**src/rtl/ryu_anim_seq.sv**
```systemverilog
// Punch animation sequencer and horizontal mover for a fighter sprite.
// All outputs are registered and change only on the cycle after the vertical-blank tick.
module ryu_anim_seq #(
   parameter int FRAME_HOLD = 4,
   parameter int X_INIT     = 100,
   parameter int X_MAX      = 548,
   parameter int STEP       = 2,
   parameter int Y_FIXED    = 300
) (
   input  logic        vga_clk,
   input  logic        Reset,
   input  logic [9:0]  DrawX,
   input  logic [9:0]  DrawY,
   input  logic        punch_req,
   input  logic        move_left,
   input  logic        move_right,
   output logic [9:0]  sprite_x,
   output logic [9:0]  sprite_y,
   output logic [1:0]  frame_sel,
   output logic [15:0] rom_base,
   output logic        busy,
   output logic        hit_active
);

   // Encoding doubles as the animation frame index, so frame_sel is the FSM state.
   typedef enum logic [1:0] {
      IDLE    = 2'd0,
      WINDUP  = 2'd1,
      STRIKE  = 2'd2,
      RECOVER = 2'd3
   } state_t;

   localparam logic [3:0]  HOLD_RELOAD = 4'(FRAME_HOLD - 1);
   localparam logic [10:0] STEP_W      = 11'(STEP);
   localparam logic [10:0] X_MAX_W     = 11'(X_MAX);

   state_t      state_q, state_d;
   logic [3:0]  hold_q, hold_d;
   logic        pending_q, pending_d;
   logic        punch_prev_q;
   logic [9:0]  x_q, x_d;
   logic [15:0] rom_q, rom_d;
   logic        busy_q, busy_d;
   logic        hit_q, hit_d;
   logic        frame_tick;
   logic        punch_edge;

   assign frame_tick = (DrawX == 10'd0) && (DrawY == 10'd480);
   assign punch_edge = punch_req & ~punch_prev_q;

   always_comb begin
      state_d   = state_q;
      hold_d    = hold_q;
      pending_d = pending_q;
      x_d       = x_q;
      // Requests seen outside IDLE are dropped rather than queued.
      if (punch_edge) pending_d = (state_q == IDLE);
      if (frame_tick) begin
         if (state_q == IDLE) begin
            if (pending_q) begin
               state_d   = WINDUP;
               hold_d    = HOLD_RELOAD;
               pending_d = 1'b0;
            end else if (move_left && !move_right) begin
               x_d = ({1'b0, x_q} < STEP_W) ? 10'd0 : 10'({1'b0, x_q} - STEP_W);
            end else if (move_right && !move_left) begin
               x_d = ({1'b0, x_q} + STEP_W > X_MAX_W) ? 10'(X_MAX) : 10'({1'b0, x_q} + STEP_W);
            end
         end else if (hold_q != 4'd0) begin
            hold_d = hold_q - 4'd1;
         end else begin
            case (state_q)
               WINDUP:  state_d = STRIKE;
               STRIKE:  state_d = RECOVER;
               default: state_d = IDLE;
            endcase
            if (state_q != RECOVER) hold_d = HOLD_RELOAD;
         end
      end
      rom_d  = {14'd0, state_d} * 16'd8280;
      busy_d = (state_d != IDLE);
      hit_d  = (state_d == STRIKE);
   end

   always_ff @(posedge vga_clk) begin
      if (Reset) begin
         state_q      <= IDLE;
         hold_q       <= 4'd0;
         pending_q    <= 1'b0;
         punch_prev_q <= 1'b0;
         x_q          <= 10'(X_INIT);
         rom_q        <= 16'd0;
         busy_q       <= 1'b0;
         hit_q        <= 1'b0;
      end else begin
         state_q      <= state_d;
         hold_q       <= hold_d;
         pending_q    <= pending_d;
         punch_prev_q <= punch_req;
         x_q          <= x_d;
         rom_q        <= rom_d;
         busy_q       <= busy_d;
         hit_q        <= hit_d;
      end
   end

   assign frame_sel  = state_q;
   assign rom_base   = rom_q;
   assign busy       = busy_q;
   assign hit_active = hit_q;
   assign sprite_x   = x_q;
   assign sprite_y   = 10'(Y_FIXED);

endmodule

```
**config.mk**
```make
export PLATFORM = sky130hd
export DESIGN_NAME = ryu_anim_seq
export DESIGN_NICKNAME = d
export VERILOG_FILES = /design/src/rtl/ryu_anim_seq.sv
export SDC_FILE = /design/constraint.sdc
export NUM_CORES = 1
export LEC_CHECK = 0
export ABC_AREA = 1
export BUFFER_PORTS_ARGS = -buffer_cell sky130_fd_sc_hd__buf_2
export CORE_UTILIZATION = 38
export CTS_CLUSTER_DIAMETER = 50
export DETAILED_ROUTE_END_ITERATION = 7
export GPL_TIMING_DRIVEN = 0
export SLEW_MARGIN = 10
export SYNTH_ARGS = -nofsm -noshare
export SYNTH_HDL_FRONTEND = slang
export SYNTH_SLANG_ARGS = --single-unit
```
**constraint.sdc**
```tcl
create_clock -name vga_clk -period 4.05 [get_ports vga_clk]
set_clock_uncertainty 0.2 [all_clocks]
set_input_delay 0.81 -clock vga_clk [delete_from_list [all_inputs] [get_ports vga_clk]]
set_output_delay 0.81 -clock vga_clk [all_outputs]
set_load 0.01 [all_outputs]
```
# Word level (Yosys, flattened, before mapping)

Cells that the tools add are included.

Register bits after elaboration: 36
Input port bits: 25
Word-level logic and storage cells: 54

Add/sub/neg operators: 3
Multiply operators: 1
Order comparisons: 2
Eq/ne operators: 6
Muxes and demuxes: 17
Bitwise gates (word level): 3
Reductions and logical operators: 13

Operator list:

| cell                                                                          | count |
|---|---|
| 10-bit 2-to-1 mux                                                             | 4 |
| 4-bit 2-to-1 mux                                                              | 4 |
| 2-bit by 11-bit multiplier with 13-bit output, second input constant          | 1 |
| 10-bit by 2-bit adder with 11-bit output, second input constant               | 1 |
| 11-bit by 10-bit > comparator with 1-bit output, second input constant        | 1 |
| 10-bit by 9-bit equality test with 1-bit output, second input constant        | 1 |
| 10-bit zero test                                                              | 1 |
| 10-bit by 2-bit less-than comparator with 1-bit output, second input constant | 1 |
| 10-bit by 2-bit subtractor with 10-bit output, second input constant          | 1 |
| 2-bit 2-to-1 mux                                                              | 4 |
| 2-bit equality test, second input constant                                    | 2 |
| 1-bit 2-to-1 mux                                                              | 4 |
| 2-bit != test, second input constant                                          | 2 |
| 2-bit case mux with 2 select lines                                            | 1 |
| 4-bit AND reduction                                                           | 1 |
| 2-bit nonzero test                                                            | 2 |
| 4-bit nonzero test                                                            | 1 |
| 4-bit by 1-bit subtractor with 4-bit output, second input constant            | 1 |
| 1-bit logical AND                                                             | 3 |
| 3-bit AND reduction                                                           | 1 |
| 3-bit nonzero test                                                            | 1 |
| 2-bit by 1-bit equality test with 1-bit output, second input constant         | 1 |
| 1-bit zero test                                                               | 2 |
| 2-bit zero test                                                               | 1 |
| 2 further kinds                                                               | 3 |

# Depth between registers and ports, before layout

Depth in word-level cells: 6
Gate-level depth with buffers: 13

# Worst setup path after synthesis

OpenSTA, ideal clock, no wires.

Kind: input-to-reg
Start point: in DrawY[3]
End point: reg rom_q[4], in the netlist rom_base[4]
Library setup time: 0.129 ns
Arrival: 2.170 ns
Data required time: 3.721 ns
Setup slack: 1.551 ns
Stages on the path: 12
Cell sequence: or2_4 -> nor2_4 -> nand4_2 -> nor2_4 -> nand2_2 -> nor2_2 -> nor2_1 -> nor2_4 -> inv_2 -> ha_1 -> inv_1 -> nor2_1

Longest elaborated chain between the ends: 4

Ends and longest elaborated chain:

| element                                         | line | text |
|---|---|---|
| start: declaration                              | 13   | `input logic [9:0] DrawY,` |
| 10-bit by 9-bit equality test with 1-bit output | 48   | `assign frame_tick = (DrawX == 10'd0) && (DrawY == 10'd480);` |
| 1-bit logical AND                               | 48   |  |
| 2-bit 2-to-1 mux                                | 58   | `if (frame_tick) begin` |
| 2-bit by 11-bit multiplier with 13-bit output   | 80   | `rom_d = {14'd0, state_d} * 16'd8280;` |
| net rom_d[4]                                    | 42   | `logic [15:0] rom_q, rom_d;` |
| end signal: assignment                          | 101  | `rom_q <= rom_d;` |
| end: declaration                                | 42   |  |

The timed path passes the listed nets, and every way through them passes these cells.
A chain may end at the register's enable or synchronous reset.

# Worst setup path in the final report

Same ends and word-level chain as after synthesis.

==> impl_metrics.toml <==
[drt]
antenna_left = 0
wl_per_cell_um = 10.0
wirelength_um = 4190
vias_per_cell = 4.44
drcViolationCount = 0
drtPass1Iterations = 4
drt_iter0_markers = 72
vias = 1862

[sta]
finalHoldViolations = 0
holdWs_ns = 0.290
rsz0062_at_grt = "no"
period_share_pct = 61.8
min_period_ns = 2.50
finalSetupTns_ns = 0
max_freq_ghz = 0.400
slew_viol_final = 0
setup_violations = 0
worst_slack_ns = 1.55

[power]
p_clk_share_pct = 36.3
leakage_nw = 1.19
seqPwrFrac_pct = 50.5
power_w = 0.000432
netSwitchingFraction_pct = 23.6
p_per_area_nw_per_um2 = 183
ir_drop_mv = 0.179
p_comb_share_pct = 13.2
power.switching_w = 0.000102
power.internal_w = 0.000330

[run_status]
status = "finished clean"

[place]
port_buffers = 44
place_ws_ns = 1.30
dp_hpwl_um = 3400
place.gp.congestion = 0.827

[logic_synthesis]
syn_inst = 287
syn_area_um2 = 1940
synth-async-reset-ratio_pct = 0
ys_ff_latch = 22
yosysSeqAreaShare_pct = 22.7
synth_edf_count = 0
syn_area_per_cell_um2 = 6.77
synthFlopType = "dfxtp_1"
synthDistinctLibCells = 34
ys_warn_count = 0

[floorplanning]
ioPinCount = 65
die_area_um2 = 5400
initial_core_util_pct = 40.3
core_area_um2 = 4820
core.rowCount = 25
die_h_um = 73.5
die_w_um = 73.5

[setup_path]
slowest_stage = "ha_1"
reg2regPathDepth = 13
worstPathCellList = "buf_2 -> or2_4 -> nor2_4 -> nand4_2 -> nor2_4 -> nand2_2 -> nor2_2 -> nor2_1 -> nor2_4 -> inv_2 -> ha_1 -> inv_1 -> nor2_1"
cp-end-kind = "register"
worst_ep_required_time_ns = 3.99
start_kind = "input port"
cp_slowest_stage_delay_ns = 0.28
critPathMaxFanout = 7
path_buf_inv = 3
crit_start = "DrawY[3]"
reg2reg_from = "frame_sel[0]$_SDFF_PP0_"
cpLargestDelayFamily = "simple AND/OR/NAND/NOR gates"
critPathKind = "in -> reg"
cp.arrival_ns = 2.44
cpMostUsedCell = "nor2_4"
path_depth = 13

[final_layout]
nets = 390
drive_gt1_share_pct = 32.7
antenna_cells = 0
area_growth_pct = 21.8

[clocking]
cts_made_buffers = 3
clockRootBuffer = "clkbuf_8"
insertion_delay_ns = 0.26
cts_resized = 0
clock_sinks = 22
cts.clk_slew.worst_paths_ns = 0.07
cts_hold_buf = 0
cts_buffer_depth = 2
h-tree-depth = 1
cts_tree = "yes"
post_cts_buffers = 0

[global_routing]
grt_pass1_vias = 1757
antenna_found_initial = 0
overflow = 0
grt_max_degree = 13
grtUsageTotal_pct = 17.4
grt_pass1_wl_um = 7490

[worst_hold_path]
holdPathStages = 2
hold_start = "hold_q[1]$_SDFFE_PP0P_"
hold_class = "reg -> reg"

[flow_run]
cap_violations = 0
==> path summary, 6_finish.rpt <==
kind	end	slack (ns)
max	rom_base[4]$_SDFF_PP0_	1.55
min	hold_q[1]$_SDFFE_PP0P_	0.29
max reg2reg	rom_base[4]$_SDFF_PP0_	1.82
min reg2reg	hold_q[1]$_SDFFE_PP0P_	0.29
==> stage by stage <==
step / utilization [%] / cell area, um2 / instances
2_1_floorplan: - / 2010 / 304
5_1_grt: 49.1 / 2360 / 419
6_report: 49.1 / 2360 / 419
3_5_place_dp: 47.9 / 2310 / 415
3_3_place_gp: 47.9 / 2310 / 415
4_1_cts: 49.1 / 2360 / 419
==> synthesized netlist by cell type, types with 2 or more instances <==
cell type	instances	area (um2)
nand2_1	48	180
nor2_1	34	128
inv_1	29	109
buf_4	24	180
nand3_1	23	115
dfxtp_1	22	440
a21oi_1	18	90.1
ha_1	12	150
inv_2	10	37.5
nor2_2	9	56.3
nand4_1	6	37.5
xor2_1	6	52.6
o21ai_1	5	25.0
nand2_4	4	45.0
nor2_4	4	45.0
nor3_1	4	20.0
o21ai_0	4	20.0
clkbuf_1	3	11.3
nand2_2	3	18.8
nand3_2	3	30.0
conb_1	2	7.51
nand4_2	2	25.0
==> worst register-to-register path, stage by stage, from the launching register on <==
cell and delay [ns]:
dfxtp_1 0.43, inv_1 0.09, ha_1 0.28, inv_2 0.12
nor2_1 0.06, inv_2 0.08, nand2_2 0.06, nor2_2 0.15
nor2_1 0.09, nor2_4 0.14, inv_2 0.06, ha_1 0.28
inv_1 0.05, nor2_1 0.03
==> registers in the layout, summed over array words and instances, names as in the netlist <==
name / flops
hit_active: 1
hold_q: 4
frame_sel: 1
rom_base: 4
pending_q: 1
sprite_x: 9
punch_prev_q: 1
busy: 1
==> metal layers <==
layer / up-vias / GRT usage (%) / share of wire (%)
li1: 997 / - / -
met1: 806 / 21.3 / 43
met2: 51 / 31.1 / 50
met3: 8 / 3.16 / 4.8
met4: 0 / 4.27 / 1.7
met5: - / 0 / 0
==> cells in the final DEF, fill, tap and decap left out, types with 5 or more instances in the layout <==
cell      n
ha_1     12
a21oi_1  18
inv_1    29
nand4_1   6
buf_4    24
nand3_1  23
o21ai_1   5
buf_2    44
inv_2    10
dfxtp_1  22
nor2_1   34
conb_1   19
nor2_2    9
xor2_1    6
nand2_1  48
==> power groups by stage <==
stage / Sequential, W / Clock, W / Combinational, W
floorplan: 0.000223 / 0 / 0.0000410
global placement: 0.000223 / 0 / 0.0000565
detailed placement: 0.000223 / 0 / 0.0000569
CTS: 0.000218 / 0.000163 / 0.0000570
global route: 0.000218 / 0.000172 / 0.0000656
finish: 0.000218 / 0.000157 / 0.0000571
==> area by class of cell <==
class,instances,area [um2]
clock buffer,4,55.1
inverter,41,159
multi-input combinational,213,1200
timing repair buffer,44,220
buffer,28,203
sequential,22,440
fill,523,2450
tap,67,83.8
==> logic make-up (layout without fill, tap and decap cells) <==
kind of cell | count (synthesis) | after routing | share of synthesized area [%]
simple gates | 143 | 143 | 37.5
flops | 22 | 22 | 22.7
fa+ha+maj | 12 | 12 | 7.73
buf+inv | 69 | 117 | 18.6
compound gates | 32 | 32 | 9.92
xor+xnor | 7 | 7 | 3.16
other cells | 2 | 19 | 0.387
No activity file was read; power rests on OpenSTA's default activity.
